## config.mk

```make
export PLATFORM = sky130hd
export DESIGN_NAME = router_fifo_flat
export DESIGN_NICKNAME = d
export VERILOG_FILES = /design/src/rtl/router_pkg.sv /design/src/rtl/router_fifo_if.sv /design/src/rtl/router_fifo_mem.sv /design/src/rtl/router_fifo.sv /design/src/flat_wrapper.sv
export SDC_FILE = /design/constraint.sdc
export NUM_CORES = 1
export LEC_CHECK = 0
export ABC_AREA = 1
export CAP_MARGIN = 20
export CORE_UTILIZATION = 61
export DETAILED_ROUTE_END_ITERATION = 8
export GPL_TIMING_DRIVEN = 0
export PLACE_DENSITY = 0.88
export SYNTH_ARGS = -nofsm -noshare
export SYNTH_HDL_FRONTEND = slang
export SYNTH_SLANG_ARGS = --single-unit
export TNS_END_PERCENT = 5
```

## constraint.sdc

```tcl
create_clock -name clock -period 2.3 [get_ports clock]
set_input_delay 0.345 -clock clock [delete_from_list [all_inputs] [get_ports clock]]
set_output_delay 0.345 -clock clock [all_outputs]
set_load 0.005 [all_outputs]
```

## src/rtl/router_pkg.sv

```systemverilog
// Shared router constants: data width, FIFO depth, header field positions and the stored-word layout.
package router_pkg;

    localparam int unsigned ROUTER_DATA_W     = 8;
    localparam int unsigned ROUTER_FIFO_DEPTH = 16;

    // Header byte layout: payload length in [7:2], destination address in [1:0].
    localparam int unsigned HDR_LEN_MSB  = 7;
    localparam int unsigned HDR_LEN_LSB  = 2;
    localparam int unsigned HDR_ADDR_MSB = 1;
    localparam int unsigned HDR_ADDR_LSB = 0;
    localparam int unsigned ROUTER_CNT_W = HDR_LEN_MSB - HDR_LEN_LSB + 1;

    typedef struct packed {
        logic                     hdr;
        logic [ROUTER_DATA_W-1:0] data;
    } router_word_t;

endpackage

```

## src/rtl/router_fifo_if.sv

```systemverilog
// Write/read handshake bundle between router_reg/router_fsm, the per-port FIFO and the destination.
interface router_fifo_if
    import router_pkg::*;
#(
    parameter int unsigned WIDTH = ROUTER_DATA_W
);
    logic             write_enb;
    logic             read_enb;
    logic             lfd_state;
    logic [WIDTH-1:0] data_in;
    logic             full;
    logic             empty;
    logic [WIDTH-1:0] data_out;

    modport master (
        output write_enb, read_enb, lfd_state, data_in,
        input  full, empty, data_out
    );

    modport slave (
        input  write_enb, read_enb, lfd_state, data_in,
        output full, empty, data_out
    );
endinterface

```

## src/rtl/router_fifo_mem.sv

```systemverilog
// DEPTH x (WIDTH+1) storage: synchronous write, registered byte read, plus a combinational peek of the head word.
module router_fifo_mem
    import router_pkg::*;
#(
    parameter int unsigned DEPTH = ROUTER_FIFO_DEPTH,
    parameter int unsigned WIDTH = ROUTER_DATA_W,
    localparam int unsigned AW   = $clog2(DEPTH)
) (
    input  logic             clock,
    input  logic             wr_en,
    input  logic [AW-1:0]    wr_addr,
    input  logic [WIDTH:0]   wr_word,
    input  logic             rd_en,
    input  logic [AW-1:0]    rd_addr,
    output logic [WIDTH:0]   rd_word_c,
    output logic [WIDTH-1:0] rd_data
);
    logic [WIDTH:0] mem [DEPTH];

    always_ff @(posedge clock) begin
        if (wr_en) mem[wr_addr] <= wr_word;
        if (rd_en) rd_data <= mem[rd_addr][WIDTH-1:0];
    end

    // Head word is needed in the read cycle itself to load the packet counter.
    assign rd_word_c = mem[rd_addr];
endmodule

```

## src/rtl/router_fifo.sv

```systemverilog
// Per-output-port packet FIFO of the 1x3 router with read-side packet length tracking.
// Build option ROUTER_FIFO_HIZ_EN: data_out tristates (all-Z) when idle instead of driving zero.
module router_fifo
    import router_pkg::*;
#(
    parameter int unsigned DEPTH = ROUTER_FIFO_DEPTH,
    parameter int unsigned WIDTH = ROUTER_DATA_W
) (
    input  logic          clock,
    input  logic          resetn,
    input  logic          soft_reset,
    router_fifo_if.slave  bus
);
    localparam int unsigned AW = $clog2(DEPTH);
    localparam int unsigned PW = AW + 1;

    logic [PW-1:0]           wr_ptr;
    logic [PW-1:0]           rd_ptr;
    logic [ROUTER_CNT_W-1:0] count;
    logic                    idle_q;
    logic [WIDTH:0]          rd_word_c;
    logic [WIDTH-1:0]        rd_data;
    logic                    flush_c;
    logic                    do_wr_c;
    logic                    do_rd_c;
    logic                    unused_addr;

    assign bus.empty = (wr_ptr == rd_ptr);
    assign bus.full  = (wr_ptr[AW] != rd_ptr[AW]) && (wr_ptr[AW-1:0] == rd_ptr[AW-1:0]);

    assign flush_c = !resetn || soft_reset;
    assign do_wr_c = bus.write_enb && !bus.full  && !flush_c;
    assign do_rd_c = bus.read_enb  && !bus.empty && !flush_c;

    // Destination address bits travel with the data but play no part in length tracking.
    assign unused_addr = ^rd_word_c[HDR_ADDR_MSB:HDR_ADDR_LSB];

    router_fifo_mem #(.DEPTH(DEPTH), .WIDTH(WIDTH)) u_mem (
        .clock     (clock),
        .wr_en     (do_wr_c),
        .wr_addr   (wr_ptr[AW-1:0]),
        .wr_word   ({bus.lfd_state, bus.data_in}),
        .rd_en     (do_rd_c),
        .rd_addr   (rd_ptr[AW-1:0]),
        .rd_word_c (rd_word_c),
        .rd_data   (rd_data)
    );

    // Pointers, packet counter and idle flag; a flush discards any partial packet.
    always_ff @(posedge clock) begin
        if (!resetn || soft_reset) begin
            wr_ptr <= '0;
            rd_ptr <= '0;
            count  <= '0;
            idle_q <= 1'b1;
        end else begin
            if (do_wr_c) wr_ptr <= wr_ptr + PW'(1);
            if (do_rd_c) begin
                rd_ptr <= rd_ptr + PW'(1);
                idle_q <= 1'b0;
                if (rd_word_c[WIDTH])
                    count <= ROUTER_CNT_W'(rd_word_c[HDR_LEN_MSB:HDR_LEN_LSB]) + ROUTER_CNT_W'(1);
                else if (count != '0)
                    count <= count - ROUTER_CNT_W'(1);
            end else if (count == '0) begin
                idle_q <= 1'b1;
            end
        end
    end

`ifdef ROUTER_FIFO_HIZ_EN
    assign bus.data_out = idle_q ? {WIDTH{1'bz}} : rd_data;
`else
    assign bus.data_out = idle_q ? '0 : rd_data;
`endif
endmodule

```

## src/flat_wrapper.sv

```systemverilog
// flat-port wrapper written by rule: the top's interface ports become plain ports
module router_fifo_flat import router_pkg::*;
#(
    parameter int unsigned DEPTH = ROUTER_FIFO_DEPTH,
    parameter int unsigned WIDTH = ROUTER_DATA_W
)
  (clock, resetn, soft_reset, bus_write_enb, bus_read_enb, bus_lfd_state, bus_data_in, bus_full, bus_empty, bus_data_out);
  router_fifo_if #(.WIDTH(WIDTH)) bus_i ();
  input  logic clock;
  input  logic resetn;
  input  logic soft_reset;
  input wire logic [$bits(bus_i.write_enb)-1:0] bus_write_enb;
  input wire logic [$bits(bus_i.read_enb)-1:0] bus_read_enb;
  input wire logic [$bits(bus_i.lfd_state)-1:0] bus_lfd_state;
  input wire logic [$bits(bus_i.data_in)-1:0] bus_data_in;
  output wire logic [$bits(bus_i.full)-1:0] bus_full;
  output wire logic [$bits(bus_i.empty)-1:0] bus_empty;
  output wire logic [$bits(bus_i.data_out)-1:0] bus_data_out;
  assign bus_i.write_enb = bus_write_enb;
  assign bus_i.read_enb = bus_read_enb;
  assign bus_i.lfd_state = bus_lfd_state;
  assign bus_i.data_in = bus_data_in;
  assign bus_full = bus_i.full;
  assign bus_empty = bus_i.empty;
  assign bus_data_out = bus_i.data_out;
  router_fifo #(.DEPTH(DEPTH), .WIDTH(WIDTH)) u_core (.clock(clock), .resetn(resetn), .soft_reset(soft_reset), .bus(bus_i));
endmodule
```

Word level (Yosys, flattened, before mapping):

Memory sizes are Yosys's and may differ from the RTL's. A register that Yosys moved wholly into a read port is not among the register bits.
Index checks and enable logic that the tools add are counted.
W data, S select, Z words.

* reductions and logical operators: 15
* add/sub/neg operators: 4
* eq/ne operators: 3
* multiplexer cells: 9

Operators by type and width (count)
* $mux W6: 2
* $add A5 B1 Y5 const B: 2
* $mux W4: 2
* $mux W8: 1
* $add A6 B1 Y6 const B: 1
* $logic_not A6 Y1: 1
* $reduce_bool A6 Y1: 1
* $sub A6 B1 Y6 const B: 1
* $eq A5 B5 Y1: 1
* $logic_and A1 B1 Y1: 5
* $eq A4 B4 Y1: 1
* $logic_not A1 Y1: 4
* $mux W1: 4
* $reduce_bool A2 Y1: 2
* $reduce_and A2 Y1: 1
* $logic_or A1 B1 Y1: 1
* $ne A1 B1 Y1: 1

* bits of input ports: 14
* memories kept: 1
* logic and storage cells: 37
* output and inout port bits: 10
* flip-flop bits (word level): 25
* RAM bits: 144

Memory list
* u_core.u_mem.mem: depth 16, bits a word 9, read ports 1, clocked after memory_dff 1, write ports 1, RTL line router_fifo_mem.sv:18 `logic [WIDTH:0] mem [DEPTH];`

Logic depth before layout (Yosys ltp):

* depth after elaboration: 7
* gate-level depth with buffers: 17

Hierarchy:

Synthesis repeated with hierarchy kept, for this count alone.

* cell total of the unflattened synthesis: 806
* area, all modules: 7703.6 um^2

By module, submodules not included
* router_fifo_mem: cells an instance 614, seq. area each 4564.4 um^2, area each 6562.5 um^2, instances 1
* router_fifo: cells an instance 192, seq. area each 340.3 um^2, area each 1141.1 um^2, instances 1

Worst setup path after synthesis:

No wires, ideal clock.

* kind: reg-to-reg
* start: register u_core.wr_ptr[3]
* end: memory u_core.u_mem.mem[11][0] (netlist bit), enable pin
* data required time: 1.926 ns
* cell stages (with the launch flop): 11
* buffers on the path: 1
* path slack: 0.342 ns
* arrival time: 1.583 ns
* clock period less this slack: 1.958 ns
* setup time: 0.374 ns
* cells stage by stage: dfxtp_1 buf_4 xnor2_1 nand4_1 or2_1 nand2_1 inv_1 nand2_1 inv_2 nand3_1 nor2_1

* word-level cells in the longest chain between the ends: 7

Ends and longest elaborated chain
* from (decl): RTL line router_fifo.sv:17 `logic [PW-1:0] wr_ptr;`
* from (signal assigned): RTL line router_fifo.sv:57 `if (do_wr_c) wr_ptr <= wr_ptr + PW'(1);`
* $eq A4 B4 Y1: RTL line router_fifo.sv:29 `assign bus.full = (wr_ptr[AW] != rd_ptr[AW]) && (wr_ptr[AW-1:0] == rd_ptr[AW-1:0]);`
* $logic_and A1 B1 Y1: RTL line router_fifo.sv:29
* $logic_not A1 Y1: RTL line router_fifo.sv:32 `assign do_wr_c = bus.write_enb && !bus.full && !flush_c;`
* $logic_and A1 B1 Y1 (2 in a row): RTL line router_fifo.sv:32
* $mux W1: RTL line router_fifo_mem.sv:21 `if (wr_en) mem[wr_addr] <= wr_word;`
* $mux W1 (implied by the code): RTL line router_fifo_mem.sv:21
* to (decl): RTL line router_fifo_mem.sv:18

Parallel ways exist; a longest one is shown, timed or not.

Worst setup path after layout:

* start: register u_core.wr_ptr[2]
* end: memory u_core.u_mem.mem[15][3] (netlist bit), enable pin

The elaborated chain is that of the path after synthesis.

==> flow_summary.toml <==
[run_status]
status = "finished with violations"
violations = "setup timing"

[layout]
nets = 762
antennaDiodeCount = 0
drive_gt1_share_pct = 13.4
finish.utilization_pct = 72.5
register_area_um2 = 4980
nFillCells = 691
finalInstanceArea_um2 = 8670
multi_input_area_um2 = 2130
syn_to_final_growth_pct = 16.3
layout_common_cells = "edfxtp_1 (152), nand2_1 (135), nor2_1 (72)"
final_common_cell = "edfxtp_1"

[synthesis]
netlist_area_um2 = 7460
postSynthCellCount = 692
yosys.area.top_type = "edfxtp_1"
synth_seq_cells = 173
yosys-top-cells-area = "edfxtp_1 (61%), nand2_1 (7.0%), dfxtp_1 (5.6%)"
synth_warnings = 0
syn_nets = 714
synth_cell_types = 37
ys_seq_area_share_pct = 66.8
yosys.area.top_type_share_pct = 61.2
syn_avg_cell_area_um2 = 10.8

[die]
dieArea_um2 = 12700
core_area_um2 = 12000
ios = 24
die_y_um = 113
num_rows = 40
dieWidth_um = 113
start_util_pct = 62.4

[grt]
grt_pass1_wl_um = 27500
overflow = 0
antenna_found_initial = 0
grt_max_degree = 17
grt_usage_pct = 29.8
grt_pass1_vias = 5449

[place]
portBuffers = 23
postPlaceCellArea_um2 = 7910
pre_cts_slack_ns = -0.767
dp_hpwl_um = 11200
place.gp.congestion = 0.867

[worst_setup_path]
crit_path_end_kind = "register"
r2r_end = "u_core.u_mem.mem[15][3]$_DFFE_PP_"
critPathLaunchType = "register"
required_ns = 2.45
critPathKind = "reg2reg"
critPathLaunch = "u_core.wr_ptr[2]$_SDFFE_PP0P_"
r2r_cells = 9
crit_arrival_ns = 2.61
reg2reg_setup_slack_ns = -0.16
crit_fanout = 7
r2r-start = "u_core.wr_ptr[2]$_SDFFE_PP0P_"

[cts]
cts_max_level = 4
numCtsBuffers = 17
cts.clk_slew.worst_paths_ns = 0.06
cts_tree = "built"
clock_sinks = 173
cts_buffer_depth = 2
hold_buffers = 0
cts_root_buffer = "clkbuf_16"
clk_latency_ns = 0.44

[power]
p_sw_share_pct = 20.8
power_frac_clock_pct = 42.6
p_int_mw = 5.09
ir_drop_uv = 655
switching_power_mw = 1.33
p_comb_share_pct = 4.0
p_seq_share_pct = 53.5
p_per_area_nw_per_um2 = 740
leakagePower_nw = 3.27

[sta]
clock.fmax_ghz = 0.406
rsz0062_at_grt = "true"
relSlewSlack_pct = 48.9
drv_slew = 0
worst_slack_ns = -0.163
finalSetupViolations = 116
holdWs_ns = 0.506
period_needed_ns = 2.46
hold_viol = 0
period_share_pct = 107
worst-slew-pin-transition_ns = 0.763
worst_clock_skew_ns = 0.00809

[route]
viasPerCell = 6.26
drtAntennaViolNets = 0
drc = 0
firstDrtPassIters = 7
avgRoutedWirePerCell_um = 20.9
vias = 5627
drt_iter0_drc = 1016
wl_um = 18800

[hold_path]
hold_start = "u_core.count[0]$_SDFFE_PP0P_"
min_delay_path_depth = 2
worstHoldEndpoint = "u_core.count[0]$_SDFFE_PP0P_"
hold_class = "reg2reg"

[run]
maxCapViolCount = 0
power groups by stage:
stage / Clock, mW / Sequential (mW) / Combinational [mW]
5_1_grt: 2.83 / 3.43 / 0.272
4_1_cts: 2.71 / 3.43 / 0.236
3_5_place_dp: 0 / 3.50 / 0.230
2_1_floorplan: 0 / 3.50 / 0.130
3_3_place_gp: 0 / 3.50 / 0.219
6_report: 2.73 / 3.43 / 0.254
logic make-up (layout without fill, tap and decap cells):
kind of cell / after synthesis / after routing / synth area share (%)
AND/OR/NAND/NOR: 308 / 308 / 17.2
AO/OA/AOI/OAI: 84 / 84 / 6.76
buffers and inverters: 109 / 169 / 6.68
flip-flops: 173 / 173 / 66.8
adder cells (fa/ha/maj): 8 / 8 / 1.34
XOR/XNOR: 10 / 10 / 1.17
Yosys cell counts:
library cell	number
a211oi_1	1
ha_1	8
nand3_1	64
o21ai_1	11
clkinv_1	2
or2_2	1
inv_2	3
clkbuf_1	8
buf_8	2
o221ai_1	6
a21oi_2	1
nand3_2	2
buf_4	2
inv_4	1
o21bai_2	1
a21oi_1	14
edfxtp_1	152
o21ai_0	33
nor2_1	87
o21bai_1	1
xor2_1	4
or2_1	2
xnor2_1	6
buf_2	15
dfxtp_1	21
o22ai_1	2
nand4_1	2
inv_1	71
o31ai_1	1
nor2_2	1
nor3_1	4
o211ai_1	12
nand2_1	139
and3_1	1
nand2_2	5
buf_6	5
o21ai_4	1
stage by stage:
step	std cells	total power [mW]	TNS, ns
final	899	6.42	-6.78
after global routing	899	6.54	-15.81
after CTS	896	6.38	-3.23
after detailed placement	865	3.73	-95.78
after global placement	862	3.72	-103.39
after floorplan	692	3.63	0
registers in the layout, summed over array words and instances, names as in the netlist, named ones only:
signal and count:
u_core.count 6, u_core.idle_q 1, u_core.rd_ptr 5, u_core.u_mem.mem 144
u_core.u_mem.rd_data 8, u_core.wr_ptr 5
area by class of cell:
type                            count  share of cell area (%)
Buffer                             32                    2.52
Clock buffer                       19                    4.99
Clock inverter                     12                    1.40
Inverter                           77                    3.38
Multi-Input combinational cell    410                    24.5
Sequential cell                   173                    57.5
Tap cell                          147                    2.12
Timing Repair Buffer               29                    3.59
routing by layer:
layer / GRT usage [%] / vias up / wire [um]
li1: - / 2439 / -
met1: 36.6 / 2610 / 6580
met2: 48.4 / 479 / 9060
met3: 6.32 / 99 / 2350
met4: 18.8 / 0 / 827
met5: 0 / - / 0
worst max-delay path by stage:
stage	endpoint	slack, ns	cells after the start
final	u_core.u_mem.mem[15][3]$_DFFE_PP_	-0.16	9
after global routing	u_core.u_mem.mem[15][0]$_DFFE_PP_	-0.22	9
after CTS	bus_full	-0.10	6
after detailed placement	u_core.u_mem.mem[10][3]$_DFFE_PP_	-0.77	7
after global placement	u_core.u_mem.mem[8][6]$_DFFE_PP_	-0.82	7
after floorplan	u_core.u_mem.mem[11][0]$_DFFE_PP_	0.34	10
critical path: stages (launching register included):
cell and delay (ns):
dfxtp_1 0.33, clkbuf_4 0.19, xnor2_2 0.15, nand4_1 0.10
or2_1 0.15, nand2_1 0.12, inv_1 0.11, nand2_1 0.13
nor2_1 0.64, buf_6 0.23
what timing repair did:
item | CTS | global route
setup endpoints to repair | 137 | 152
endpoints found under the hold margin | 0 | 0
resized for setup | 24 | 25
pin swaps | 0 | 4
buffers inserted | 0 | 3
No activity file was read; power rests on OpenSTA's default activity.
